File: src/rtl/decap_packet_gen.sv
// DFX packet decapsulator: rebuilds one DATA_DFX_WIDTH-bit packet from a stream of
// AURORA_DATA_WIDTH-bit frames, checks frame headers and presents the result through a
// valid/ready holding register.
module decap_packet_gen #(
    parameter int unsigned DATA_WIDTH        = 1024,
    parameter int unsigned ADDR_WIDTH        = 10,
    parameter int unsigned DATA_DFX_WIDTH    = DATA_WIDTH + ADDR_WIDTH,
    parameter int unsigned AURORA_DATA_WIDTH = 64,
    parameter int unsigned HDR_WIDTH         = 9,
    parameter int unsigned RD_LATENCY        = 1,
    localparam int unsigned SLICE_WIDTH      = AURORA_DATA_WIDTH - HDR_WIDTH,
    localparam int unsigned NUM_FRAMES       = (DATA_DFX_WIDTH + SLICE_WIDTH - 1) / SLICE_WIDTH,
    localparam int unsigned LAST_BITS        = DATA_DFX_WIDTH - (NUM_FRAMES - 1) * SLICE_WIDTH,
    localparam int unsigned CNT_W            = $clog2(NUM_FRAMES + 1)
) (
    input  logic                         clk,
    input  logic                         rst_n,
    input  logic                         rd_en,
    input  logic [AURORA_DATA_WIDTH-1:0] data_in_dfx,
    input  logic                         out_ready,
    output logic                         decap_ready,
    output logic [DATA_DFX_WIDTH-1:0]    data_dfx_recv,
    output logic                         valid_dfx_data,
    output logic                         done_decap_pkt,
    output logic                         err_seq,
    output logic                         err_len,
    output logic                         err_ovf,
    output logic [CNT_W-1:0]             frame_cnt
);

    localparam int unsigned SEQ_W = HDR_WIDTH - 2;

    typedef enum logic [0:0] {StIdle, StAssemble} state_t;

    state_t                   state;
    logic [RD_LATENCY-1:0]    rd_dly;
    logic [DATA_DFX_WIDTH-1:0] asm_buf;
    logic [DATA_DFX_WIDTH-1:0] pkt;

    logic                     fv;
    logic [SLICE_WIDTH-1:0]   slice;
    logic                     sof;
    logic                     eof;
    logic [SEQ_W-1:0]         seq;
    logic                     last_frame;
    logic [CNT_W-1:0]         wr_idx;
    int unsigned              inflight;

    logic do_start, do_append, do_complete, set_err_seq, set_err_len;

    assign fv         = rd_dly[RD_LATENCY-1];
    assign slice      = data_in_dfx[AURORA_DATA_WIDTH-1:HDR_WIDTH];
    assign sof        = data_in_dfx[HDR_WIDTH-1];
    assign eof        = data_in_dfx[HDR_WIDTH-2];
    assign seq        = data_in_dfx[SEQ_W-1:0];
    assign last_frame = (32'(frame_cnt) == NUM_FRAMES - 1);
    assign wr_idx     = do_start ? '0 : frame_cnt;

    // Read strobe delay line: its tail marks the cycle the frame is on data_in_dfx
    always_ff @(posedge clk or negedge rst_n) begin
        if (!rst_n) begin
            rd_dly <= '0;
        end else begin
            rd_dly[0] <= rd_en;
            for (int unsigned i = 1; i < RD_LATENCY; i++) begin
                rd_dly[i] <= rd_dly[i-1];
            end
        end
    end

    // Header decode: exactly one action (or error) per valid frame, in priority order
    always_comb begin
        do_start    = 1'b0;
        do_append   = 1'b0;
        do_complete = 1'b0;
        set_err_seq = 1'b0;
        set_err_len = 1'b0;
        if (fv) begin
            if (state == StIdle || sof) begin
                // SOF inside a packet is itself a violation; the frame then restarts assembly
                if (state == StAssemble) set_err_seq = 1'b1;
                if (sof) begin
                    if (seq != '0) begin
                        set_err_seq = 1'b1;
                    end else if (NUM_FRAMES == 1) begin
                        if (eof) do_complete = 1'b1;
                        else     set_err_len = 1'b1;
                    end else begin
                        do_start = 1'b1;
                    end
                end
            end else if (32'(seq) != 32'(frame_cnt)) begin
                set_err_seq = 1'b1;
            end else if (last_frame != eof) begin
                set_err_len = 1'b1;
            end else if (!last_frame) begin
                do_append = 1'b1;
            end else begin
                do_complete = 1'b1;
            end
        end
    end

    // Completed packet: buffered slices plus the final slice straight from the current frame
    always_comb begin
        pkt = asm_buf;
        pkt[DATA_DFX_WIDTH-1 -: LAST_BITS] = slice[LAST_BITS-1:0];
    end

    // Reads still in the delay line that will land on frame_cnt
    always_comb begin
        inflight = 0;
        for (int unsigned i = 0; i < RD_LATENCY; i++) begin
            inflight = inflight + 32'(rd_dly[i]);
        end
    end

    assign decap_ready = !valid_dfx_data || out_ready ||
                         (32'(frame_cnt) + inflight < NUM_FRAMES - 1);

    // Assembly FSM, buffer, output holding register and registered pulses
    always_ff @(posedge clk or negedge rst_n) begin
        if (!rst_n) begin
            state          <= StIdle;
            frame_cnt      <= '0;
            asm_buf        <= '0;
            data_dfx_recv  <= '0;
            valid_dfx_data <= 1'b0;
            done_decap_pkt <= 1'b0;
            err_seq        <= 1'b0;
            err_len        <= 1'b0;
            err_ovf        <= 1'b0;
        end else begin
            done_decap_pkt <= 1'b0;
            err_ovf        <= 1'b0;
            err_seq        <= set_err_seq;
            err_len        <= set_err_len;

            if (valid_dfx_data && out_ready) valid_dfx_data <= 1'b0;

            if (do_start || do_append) begin
                for (int unsigned k = 0; k < NUM_FRAMES - 1; k++) begin
                    if (32'(wr_idx) == k) asm_buf[k*SLICE_WIDTH +: SLICE_WIDTH] <= slice;
                end
                frame_cnt <= do_start ? CNT_W'(1) : frame_cnt + 1'b1;
                state     <= StAssemble;
            end else if (do_complete) begin
                frame_cnt <= '0;
                state     <= StIdle;
                // A held, unaccepted packet wins; the new one is dropped and flagged
                if (!valid_dfx_data || out_ready) begin
                    data_dfx_recv  <= pkt;
                    valid_dfx_data <= 1'b1;
                    done_decap_pkt <= 1'b1;
                end else begin
                    err_ovf <= 1'b1;
                end
            end else if (set_err_seq || set_err_len) begin
                frame_cnt <= '0;
                state     <= StIdle;
            end
        end
    end

endmodule

File: config.mk
export PLATFORM = sky130hd
export DESIGN_NAME = decap_packet_gen
export DESIGN_NICKNAME = d
export VERILOG_FILES = /design/src/rtl/decap_packet_gen.sv
export SDC_FILE = /design/constraint.sdc
export NUM_CORES = 2
export LEC_CHECK = 0
export ABC_CLOCK_PERIOD_IN_PS = 4400
export CAP_MARGIN = 20
export CORE_AREA = 2 2 430 432
export DETAILED_ROUTE_END_ITERATION = 10
export DIE_AREA = 0 0 432 434
export HOLD_SLACK_MARGIN = 0.15
export RECOVER_POWER = 25
export SLEW_MARGIN = 20
export SYNTH_ARGS = -nofsm -noshare
export SYNTH_HDL_FRONTEND = slang
export SYNTH_SLANG_ARGS = --single-unit
File: constraint.sdc
create_clock -name clk -period 4.4 [get_ports clk]
set_input_delay 0.88 -clock clk [delete_from_list [all_inputs] [get_ports clk]]
set_output_delay 0.88 -clock clk [all_outputs]
set_load 0.02 [all_outputs]
# Word level (Yosys, flattened, before mapping)
# Index checks and enable logic that the tools add are counted.
# word_totals
register_bits	2036
latchBits	0
ramBits	0
romBits	0
output_inout_bits	1045
wordCells	123
n_memories	0
# classes
add_sub_neg	2
mul	0
div_mod_pow	0
n_lt_le_gt_ge	1
n_eq_ne	20
shifts	0
mux	42
n_bitwise	2
n_reduce_logical	29
# op_table
op	count
5-bit by 4-bit == test with 1-bit output, second input constant	8
1-bit 2-to-1 mux	37
2-bit AND reduction	18
5-bit 2-to-1 mux	5
5-bit by 3-bit == test with 1-bit output, second input constant	4
5-bit == test, second input constant	3
5-bit by 2-bit == test with 1-bit output, second input constant	2
7-bit by 5-bit inequality test with 1-bit output	1
7-bit nonzero test	1
5-bit by 1-bit adder with 6-bit output	1
6-bit by 5-bit < comparator with 1-bit output, second input constant	1
5-bit by 1-bit adder with 5-bit output, second input constant	1
5-bit by 1-bit == test with 1-bit output, second input constant	1
5-bit zero test	1
1-bit logical OR	5
3-bit AND reduction	1
3-bit nonzero test	1
1-bit inverter	2
1-bit logical AND	1
1-bit zero test	1
1-bit inequality test	1

# Longest topological paths before layout
# depth
word_depth	10
mapped_depth	12
depth_no_buf	9

# Worst setup path before layout
# OpenSTA, ideal clock, no wires.
# synth_path
path_kind	reg-to-reg
startpoint	reg frame_cnt[4]
endpoint	reg asm_buf[114]
arrival_ns	3.005
t_required_ns	4.275
path_slack_ns	1.270
path_stages_with_launch	12
n_path_buf	4
period_less_slack_ns	3.130
path_cell_list	dfrtp_1 -> buf_2 -> buf_1 -> nand3_1 -> ha_1 -> and3_1 -> and4_1 -> and2_1 -> buf_2 -> nand3_1 -> clkbuf_1 -> mux2_2
# synth_between
elab_chain_len	8
elab_cells_between_ends	12
cone_classes	4 x eq/ne; 6 x mux; 2 x reduce/logical
# synth_rtl
element	line_no	source
from (decl)	28	output logic [CNT_W-1:0] frame_cnt
from (signal assigned)	145	frame_cnt <= do_start ? CNT_W'(1) : frame_cnt + 1'b1;
5-bit == test	56	assign last_frame = (32'(frame_cnt) == NUM_FRAMES - 1);
1-bit 2-to-1 mux / 1-bit inequality test (equally long branches)	96, 94	
1-bit 2-to-1 mux	94	end else if (last_frame != eof) begin
1-bit 2-to-1 mux	92	end else if (32'(seq) != 32'(frame_cnt)) begin
1-bit 2-to-1 mux	79	if (state == StIdle || sof) begin
1-bit 2-to-1 mux	78	if (fv) begin
1-bit logical OR	141	if (do_start || do_append) begin
2-bit AND reduction (no source line) (*)	n/a	
to (signal, indexed assignment)	143	if (32'(wr_idx) == k) asm_buf[k*SLICE_WIDTH +: SLICE_WIDTH] <= slice;
to (decl)	37	logic [DATA_DFX_WIDTH-1:0] asm_buf;
# Every way passes the cells marked *; elsewhere a longest branch is shown, timed or not.
# A chain may end at the register's enable or synchronous reset.

# Worst setup path after layout
# layout_path
startpoint	reg frame_cnt[0]
endpoint	out decap_ready
# layout_between
elab_chain_len	3
# layout_rtl
element	line_no	source
5-bit by 1-bit adder with 6-bit output	119	(32'(frame_cnt) + inflight < NUM_FRAMES - 1);
6-bit by 5-bit < comparator with 1-bit output	119	
1-bit logical OR	118	assign decap_ready = !valid_dfx_data || out_ready ||
to (decl)	21	output logic decap_ready,
# No other way between the ends.

==> metrics.csv <==
metric,value,unit
Slew @ Worst Pin,2660,ps
final setup fails,0,
drt drc,0,
vias in the first global route,44530,
Peak supply drop,0.356,mV
synthesized-area fraction occupied by adder cells,0.0821,%
DR WL met3,12.7,mm
clk buf depth,3,
gpl congestion,0.807,
Yosys warnings,0,
Placement Rows,157,
max-slew violation count,1027,
Die Wd,432,um
grt total ovfl,0,
Pwr per Cell Area,382,nW/um^2
outcome,"finished, violations left",
max reg flops,1034,
CP top delay family,buffers and inverters,
Routed wire per std cell,28.2,um
RSZ-0062 raised after global routing,false,
Post-synth top cells,"dfrtp_1, mux2_2, buf_2, clkbuf_1, buf_1",
FMAX,239,MHz
"Reg clk slew, reported paths",60,ps
Arrival @ worst endpoint,3310,ps
post-synthesis instance area,76200,um^2
ratio of cells with drive above 1 in the final layout,42.4,%
violated checks,"max-capacitance violations, max-slew violations",
worst path bufs/invs,1,
initial antenna violation count,33,
Post-synth top flop,dfrtp_1,
Hold WS,475,ps
Layout area overhead,27.6,%
CP cell instances,and2_1 -> ha_1 -> or3_1 -> a21oi_1 -> a2111oi_0 -> nand2_1 -> clkdlybuf4s50_1,
cell leakage power,0.0478,uW
Crit Path Class,register to primary output,
Root Driver,clkbuf_16,
number of fill cells in the layout,15014,
routed wl met2,114,mm
vias per cell,5.22,
CP Launch Type,register,
Initial Util,41.8,%
multiplexer share of the synthesized area,29.9,%
first-pass GRT wire length,330,mm
slew margin rel.,-77.0,%
total CTS buffers,211,
setup slack after layout,211,ps
max layer used,met5,
final wirelength,232,mm
area share of xor/xnor cells in the synthesized design,0.0788,%
CTS tree,built,
syn_area_per_cell,16.9,um^2
Place WS,197,ps
Post-CTS Setup Repair Bufs,0,
Final ANT Viol Nets,0,
Post-Syn Nets,4578,
Crit. End Element,primary output,
biggest regs,"data_dfx_recv x1034, asm_buf x990, frame_cnt x5",
H-tree levels,4,
reg2reg setup slack,930,ps
Total GRT Usage,24.5,%
M1 WL,92.0,mm
sequential share of the synthesized area,66.8,%
Worst-Skew Late Latency,850,ps
# IOs,1113,
1st-iter DRT viols,2236,
CP max stage cell,clkdlybuf4s50_1,
total number of vias,42936,
Core Area,182000,um^2
pin count of the biggest net entering global routing,139,
final setup TNS,0,ps
worst-path maximum fanout,17,
"count leader, synth",dfrtp_1,
main combinational cell family by area after synthesis,multiplexers,
drt pass-1 iters,4,
Reg-to-Reg Start,frame_cnt[1]$_DFFE_PN0P_,
simple-gate share of the synthesized area,0.734,%
r2r endpoint,data_dfx_recv[99]$_DFFE_PN0P_,
largest cells by area after synthesis,"dfrtp_1, mux2_2, buf_2, mux2_1, clkbuf_1",
Port Buffers,1112,
nets@finish,5733,
critical path required time,3520,ps
hold path endpoint,data_dfx_recv[884]$_DFFE_PN0P_,
Final Hold Fails,0,
"Async S/R FF share, synth",100,%
Area after DPL,90600,um^2
die height,434,um
Synth Area in Compound Gates,0.210,%
hold depth,1,
min-delay src,asm_buf[884]$_DFFE_PN0P_,
CP peak stage delay,710,ps
Yosys top cell by area,dfrtp_1,
Worst R2R Path Depth,8,
Synth Register Bits,2036,
Synth Instances,4505,
die area,187000,um^2
area share of the largest cell type after synthesis,66.8,%
minimum clock period,4190,ps
hpwl dp,154,mm
Biggest register,data_dfx_recv,
Max-Cap Viols,15,
Layout Skew,32.4,ps
final worst path period share,95.2,%
clock sink count,2036,
"Design Area, Final",97300,um^2
post-synth cell types,46,
number of synthesized flops with an enable pin,0,
Hold Path Class,register to register,
-- worst register-to-register path: cells and delay by family, from the launching register on --
| kind | cells | cell delay [ps] |
|---|---|---|
| buffers and inverters | 3 | 880 |
| and+or+nand+nor | 3 | 1280 |
| DFF | 1 | 530 |
| xor gates and xnor gates | 1 | 140 |
| muxes | 1 | 530 |
-- cell families after synthesis --
logic type	Yosys count
buffers and inverters	324
multiplexers	2024
AND/OR/NAND/NOR	87
AO/OA/AOI/OAI	23
flip-flops	2036
XOR/XNOR	6
adder cells (fa/ha/maj)	5
-- cell usage in the layout, fill, tap and decap left out, drive strengths merged, types with 3 or more instances in the layout --
| master | count |
|---|---|
| buf | 146 |
| clkbuf | 365 |
| nand2 | 15 |
| inv | 12 |
| dfrtp | 2036 |
| nor2b | 4 |
| ha | 5 |
| nand4 | 6 |
| nor3 | 8 |
| nor2 | 17 |
| mux2 | 2024 |
| nand4b | 3 |
| or3 | 3 |
| xnor2 | 5 |
| bufinv | 6 |
| clkdlybuf4s50 | 1084 |
| and2 | 4 |
| a21oi | 4 |
| diode | 11 |
| nand3 | 11 |
| o21ai | 10 |
| clkinv | 35 |
| nor4 | 7 |
-- layer usage --
| layer | vias up | GRT usage, % |
|---|---|---|
| li1 | 18193 | - |
| met1 | 23215 | 30.5 |
| met2 | 1130 | 40.2 |
| met3 | 394 | 5.04 |
| met4 | 4 | 13.1 |
| met5 | - | 0 |
-- power breakdown --
part	internal, uW	switching [uW]	total (uW)
registers	18800	12.9	18800
logic	108	722	830
clock network	10100	7430	17600
total	29000	8170	37200
-- layout make-up --
type | instances | area [um^2] | share of cell area, %
diodes | 11 | 27.5 | 0.0283
clock buffers | 335 | 6290 | 6.47
clock inverters | 49 | 572 | 0.588
inverters | 4 | 15.0 | 0.0154
multi-input cells | 2145 | 23700 | 24.4
flip-flops and latches | 2036 | 51000 | 52.4
well taps | 2385 | 2980 | 3.07
repair buffers | 1262 | 12700 | 13.1
-- how the worst max path moves through the flow --
| stage | start | to | slack [ps] | cells after the start |
|---|---|---|---|---|
| 3_3_place_gp | data_in_dfx[4] | asm_buf[675]$_DFFE_PN0P_ | 160 | 7 |
| 2_1_floorplan | frame_cnt[4]$_DFFE_PN0P_ | asm_buf[114]$_DFFE_PN0P_ | 1270 | 11 |
| 5_1_grt | frame_cnt[0]$_DFFE_PN0P_ | decap_ready | 30 | 7 |
| 6_report | frame_cnt[0]$_DFFE_PN0P_ | decap_ready | 210 | 7 |
| 3_5_place_dp | data_in_dfx[4] | asm_buf[682]$_DFFE_PN0P_ | 200 | 7 |
| 4_1_cts | frame_cnt[0]$_DFFE_PN0P_ | decap_ready | 100 | 7 |
-- repair_timing --
item	4_1_cts	5_1_grt
resized for setup	1	0
hold buffers	1	0
endpoints found under the setup margin	1	0
endpoints found under the hold margin	72	0
-- stage by stage --
| step | total power, uW | std cells | utilization [%] |
|---|---|---|---|
| global placement | 20000 | 7831 | 49.6 |
| CTS | 37700 | 8216 | 53.4 |
| floorplan | 19200 | 4505 | - |
| detailed placement | 20000 | 7831 | 49.6 |
| finish | 37200 | 8227 | 53.3 |
| global route | 38500 | 8218 | 53.3 |
No activity file was read; power rests on OpenSTA's default activity.
